--- src/rtl/fifo_spi_tx.sv ---
// FIFO drain stage: pops one word at a time and shifts it out MSB-first as an
// SPI mode-0 master, capturing MISO in full duplex.
module fifo_spi_tx #(
    parameter int FIFO_WIDTH = 16,
    parameter int CLK_DIV    = 2,
    parameter int GAP_CYCLES = 2
) (
    input  logic                  clk,
    input  logic                  rst_n,
    input  logic                  enable,
    input  logic                  fifo_empty,
    input  logic [FIFO_WIDTH-1:0] fifo_data_out,
    output logic                  fifo_rd_en,
    input  logic                  miso,
    output logic                  sclk,
    output logic                  mosi,
    output logic                  ss_n,
    output logic                  busy,
    output logic [FIFO_WIDTH-1:0] rx_data,
    output logic                  rx_valid,
    output logic [2:0]            dbg_state_o
);

    localparam int BIT_W = $clog2(FIFO_WIDTH + 1);
    localparam int DIV_W = (CLK_DIV > 1) ? $clog2(CLK_DIV) : 1;
    localparam int GAP_W = $clog2(GAP_CYCLES + 1);

    typedef enum logic [2:0] {
        ST_IDLE  = 3'd0,
        ST_READ  = 3'd1,
        ST_LOAD  = 3'd2,
        ST_SHIFT = 3'd3,
        ST_GAP   = 3'd4
    } state_t;

    state_t                  state_q;
    logic [FIFO_WIDTH-1:0]   tx_sr_q;
    logic [FIFO_WIDTH-1:0]   rx_sr_q;
    logic [FIFO_WIDTH-1:0]   rx_data_q;
    logic [BIT_W-1:0]        bit_cnt_q;
    logic [DIV_W-1:0]        div_cnt_q;
    logic [GAP_W-1:0]        gap_cnt_q;
    logic                    sclk_q;
    logic                    ss_n_q;
    logic                    busy_q;
    logic                    rd_en_q;
    logic                    rx_valid_q;
    logic                    div_tc;

    assign div_tc = (div_cnt_q == DIV_W'(CLK_DIV - 1));

    always_ff @(posedge clk or negedge rst_n) begin
        if (!rst_n) begin
            state_q    <= ST_IDLE;
            tx_sr_q    <= '0;
            rx_sr_q    <= '0;
            rx_data_q  <= '0;
            bit_cnt_q  <= '0;
            div_cnt_q  <= '0;
            gap_cnt_q  <= '0;
            sclk_q     <= 1'b0;
            ss_n_q     <= 1'b1;
            busy_q     <= 1'b0;
            rd_en_q    <= 1'b0;
            rx_valid_q <= 1'b0;
        end else begin
            rx_valid_q <= 1'b0;
            case (state_q)
                ST_IDLE: begin
                    if (enable && !fifo_empty) begin
                        state_q <= ST_READ;
                        rd_en_q <= 1'b1;
                        busy_q  <= 1'b1;
                    end
                end
                ST_READ: begin
                    state_q <= ST_LOAD;
                    rd_en_q <= 1'b0;
                end
                ST_LOAD: begin
                    tx_sr_q   <= fifo_data_out;
                    bit_cnt_q <= '0;
                    div_cnt_q <= '0;
                    ss_n_q    <= 1'b0;
                    state_q   <= ST_SHIFT;
                end
                ST_SHIFT: begin
                    if (div_tc) begin
                        div_cnt_q <= '0;
                        sclk_q    <= ~sclk_q;
                        if (!sclk_q) begin
                            // Rising edge: sample MISO while MOSI is stable.
                            rx_sr_q   <= {rx_sr_q[FIFO_WIDTH-2:0], miso};
                            bit_cnt_q <= bit_cnt_q + 1'b1;
                        end else if (bit_cnt_q == BIT_W'(FIFO_WIDTH)) begin
                            rx_data_q  <= rx_sr_q;
                            rx_valid_q <= 1'b1;
                            ss_n_q     <= 1'b1;
                            gap_cnt_q  <= '0;
                            state_q    <= ST_GAP;
                        end else begin
                            tx_sr_q <= {tx_sr_q[FIFO_WIDTH-2:0], 1'b0};
                        end
                    end else begin
                        div_cnt_q <= div_cnt_q + 1'b1;
                    end
                end
                ST_GAP: begin
                    if (gap_cnt_q == GAP_W'(GAP_CYCLES - 1)) begin
                        state_q <= ST_IDLE;
                        busy_q  <= 1'b0;
                    end else begin
                        gap_cnt_q <= gap_cnt_q + 1'b1;
                    end
                end
                default: begin
                    state_q <= ST_IDLE;
                    rd_en_q <= 1'b0;
                    ss_n_q  <= 1'b1;
                    sclk_q  <= 1'b0;
                    busy_q  <= 1'b0;
                end
            endcase
        end
    end

    assign fifo_rd_en  = rd_en_q;
    assign sclk        = sclk_q;
    assign mosi        = tx_sr_q[FIFO_WIDTH-1];
    assign ss_n        = ss_n_q;
    assign busy        = busy_q;
    assign rx_data     = rx_data_q;
    assign rx_valid    = rx_valid_q;
    assign dbg_state_o = state_q;

endmodule

--- config.mk ---
export PLATFORM = sky130hd
export DESIGN_NAME = fifo_spi_tx
export DESIGN_NICKNAME = d
export VERILOG_FILES = /design/src/rtl/fifo_spi_tx.sv
export SDC_FILE = /design/constraint.sdc
export NUM_CORES = 1
export LEC_CHECK = 0
export CORE_MARGIN = 3
export CORE_UTILIZATION = 55
export DETAILED_ROUTE_END_ITERATION = 10
export DONT_BUFFER_PORTS = 1
export PLACE_DENSITY_LB_ADDON = 0.1
export SLEW_MARGIN = 30
export SYNTH_ARGS = -nofsm -noshare
export SYNTH_HDL_FRONTEND = slang
export SYNTH_SLANG_ARGS = --single-unit
--- constraint.sdc ---
create_clock -name clk -period 4.5 [get_ports clk]
set_input_delay 0.45 -clock clk [delete_from_list [all_inputs] [get_ports clk]]
set_output_delay 0.45 -clock clk [all_outputs]
set_load 0.005 [all_outputs]
==> results.md <==
* Lkg Pwr at 1.55 nW
* Hold path depth at 1
* FMAX at 0.428 GHz
* Chip width at 80.0 um
* CTS H-tree lvls at 3
* CP startpoint kind: flip-flop
* Setup TNS at 0 ns
* Yosys warnings at 0
* Kind of end point of the critical path: flip-flop
* Pin count of the biggest net entering global routing at 65
* Initial Util at between 50 and 60%
* Post-CTS setup buffer count at 0
* Cts bufs inserted at 9
* Top Family by Delay on Critical Path: compound AO/OA/AOI/OAI gates
* Req. time, crit path at 4.71 ns
* Drt via density at ~5.6
* Fin nets at 237
* Antenna cells at 0
* Util after Layout at about 62%
* Synth Net Count at 235
* CTS tree: built
* Critical path class: flip-flop to flip-flop
* Clock latency on the worst-skew pair at 0.32 ns
* Post-DRT Antenna Nets at 0
* First DRT Iteration DRCs at 91
* Hold Crit Class: primary input to flip-flop
* Pwr Density at 356 nW/um^2
* Slew HR at 38.4%
* Mapped Area at 3010 um^2
* Port bufs at 0
* Gpl congestion at 0.830
* Tot GR Track Use at 18.0%
* Min-Delay Endpoint: rx_sr_q[0]
* First drt pass iteration count at 4
* Worst Reg2Reg Path Length in Cells at 5
* Clock Path Buffers at 2
* Part of the cycle the worst path needs at around 52%
* RSZ-0062 raised after global routing: false
* Cts repair resizes at 0
* Register bit total from synthesis at between 60 and 70
* RR Startpoint: bit_cnt_q[0]
* Hold_buf cts at 2
* Minimum clock period at 2.33 ns
* Seq pwr share at 50.9%
* Clock skew at 0.00410 ns
* Reg2Reg Setup Slack at 2.17 ns
* Switch share at between 10% and 20%
* GRT overflow at 0
* Worst r2r dst: tx_sr_q[14]
* CP max stage delay at ~0.81 ns
* Maximum vdd drop at 0.000235 V
* Internal at 0.932 mW
* Share of post-route cells with drive strength above 1 at 39.2%
* Mapped Cells at 211
* Max Slew Vio Count at 0
* Logic pwr share at 2.1%
* Worst path cell trace: inv_1 > ha_1 > and4bb_4 > o31ai_4 > mux2_2
* First-pass GRT wire length at 8670 um
* Distinct cells, synth at between 40 and 50
* Initial antenna violation count at 0
* DR DRC count at 0
* Die ar. at 6390 um^2
* Via count at 1621
* Seq/Total Area, Yosys at between 50% and 60%
* Avg WL per Cell at 17.7 um
* Crit path arrival time at 2.54 ns
* DP Worst Slack at 1.96 ns
* Core area at about 5200 um^2
* CTS sink count at 64
* CTS clk-pin slew, worst paths at 0.07 ns
* Final hold violations at 0
* Worst hold start: miso
* Status: finished clean
* # IOs at 46
* Avg Inst Size Synth at 14.3 um^2
* Total power at 1.16 mW
* Clock power share at 47.0%
* Hpwl dp at 3370 um
* Crit-path max FO at 15
* Vias in the first global route at 1775
* Root buffer cell: clkbuf_8
* DIE HEIGHT at about 80 um
* Max-cap violation count at 0
* Slowest-stage cell, CP: o31ai_4
* Number of cell rows at 26
* Final wirelength at 5090 um
* P_sw at 0.225 mW
* Final setup vio count at 0
* CP Buf/Inv Count at 1
* Setup ws final at 2.17 ns
* Area grow syn2layout at 7.98%
* Worst-Margin Slew at 0.923 ns
[state kept, by name, summed over array words and instances, names as in the netlist]
signal	flops
bit_cnt_q	5
busy	1
dbg_state_o	3
div_cnt_q	1
fifo_rd_en	1
gap_cnt_q	2
rx_data	16
rx_sr_q	16
rx_valid	1
sclk	1
ss_n	1
tx_sr_q	16
[final cells by class]
cell class	count	area, um^2
clock inverter	3	65.1
clock buffer	12	155
timing repair buffer	2	37.5
fill	404	1960
multi-input combinational	127	1270
sequential	64	1600
tap	70	87.6
inverter	9	33.8
[cell families (layout without fill, tap and decap cells)]
logic type / Yosys count / after routing / share of synthesized area [%]
muxes: 66 / 66 / 27.9
buffers and inverters: 20 / 26 / 4.66
and+or+nand+nor: 34 / 34 / 7.61
adders and majority gates: 3 / 3 / 1.25
AOI/OAI and AO/OA: 24 / 24 / 5.32
DFF: 64 / 64 / 53.3
[metal layers]
| metal | wire [um] | global-route usage [%] |
|---|---|---|
| met1 | 2270 | 22.4 |
| met2 | 2430 | 27.8 |
| met3 | 299 | 6.43 |
| met4 | 92 | 8.61 |
| met5 | 0 | 0 |
[power by group through the flow]
stage	Clock, mW	Combinational [mW]	Sequential, mW
after global placement	0	0.00975	0.599
after CTS	0.562	0.0255	0.588
after global routing	0.587	0.0281	0.589
after floorplan	0	0.00918	0.597
after detailed placement	0	0.0102	0.599
final	0.544	0.0243	0.588
[cells in the final DEF (no fill, tap or decap), types with 2 or more instances in the layout]
| cell type | n |
|---|---|
| clkbuf_8 | 11 |
| inv_1 | 9 |
| ha_1 | 3 |
| mux2_2 | 35 |
| nand2_1 | 10 |
| mux2i_1 | 4 |
| nor2_1 | 2 |
| dfrtp_1 | 63 |
| nand2b_1 | 3 |
| o21ai_0 | 9 |
| nor3_1 | 3 |
| a21oi_1 | 6 |
| bufinv_16 | 2 |
| mux2_4 | 27 |
| nand3b_1 | 2 |
[synthesized netlist by cell type (all sizes together)]
library cell	count	share of area, %
o311ai	1	0.29
nor3b	1	0.25
ha	3	1.2
o21bai	1	0.25
and4bb	1	0.54
mux2	62	27
or4	1	0.25
a211oi	1	0.25
a311oi	1	0.29
and2	1	0.21
dfstp	1	0.87
nand3b	2	0.50
nor2	3	0.62
nand2	10	1.2
buf	11	3.5
nor2b	1	0.21
nand4bb	1	0.37
dfrtp	63	52
nand4	1	0.71
o21ai	9	1.5
a21oi	6	1.0
nor4	1	0.21
o221ai	1	0.29
o211ai	1	0.25
a22oi	1	0.25
nand3	1	0.17
or4b	1	0.33
or3b	1	0.29
and3b	1	0.29
nand2b	3	0.62
inv	9	1.1
nand4b	1	0.29
o31ai	2	0.96
nor3	3	0.50
mux2i	4	1.3
[how the worst max path moves through the flow]
stage / start / endpoint / cells past startpoint
after floorplan: bit_cnt_q[0] / tx_sr_q[10] / 6
after global placement: dbg_state_o[2] / rx_data[2] / 3
after detailed placement: dbg_state_o[0] / rx_data[2] / 3
after CTS: dbg_state_o[0] / rx_data[4] / 3
after global routing: bit_cnt_q[0] / tx_sr_q[1] / 5
final: bit_cnt_q[0] / tx_sr_q[14] / 5
[stage by stage]
stage | std cells | hold slack (ns) | cell area (um^2)
2_1_floorplan | 211 | 0.154 | 3010
3_3_place_gp | 270 | 0.156 | 2990
3_5_place_dp | 270 | 0.156 | 2990
4_1_cts | 287 | 0.249 | 3250
5_1_grt | 287 | 0.263 | 3250
6_report | 287 | 0.273 | 3250
(Power assumes the default switching activity.)
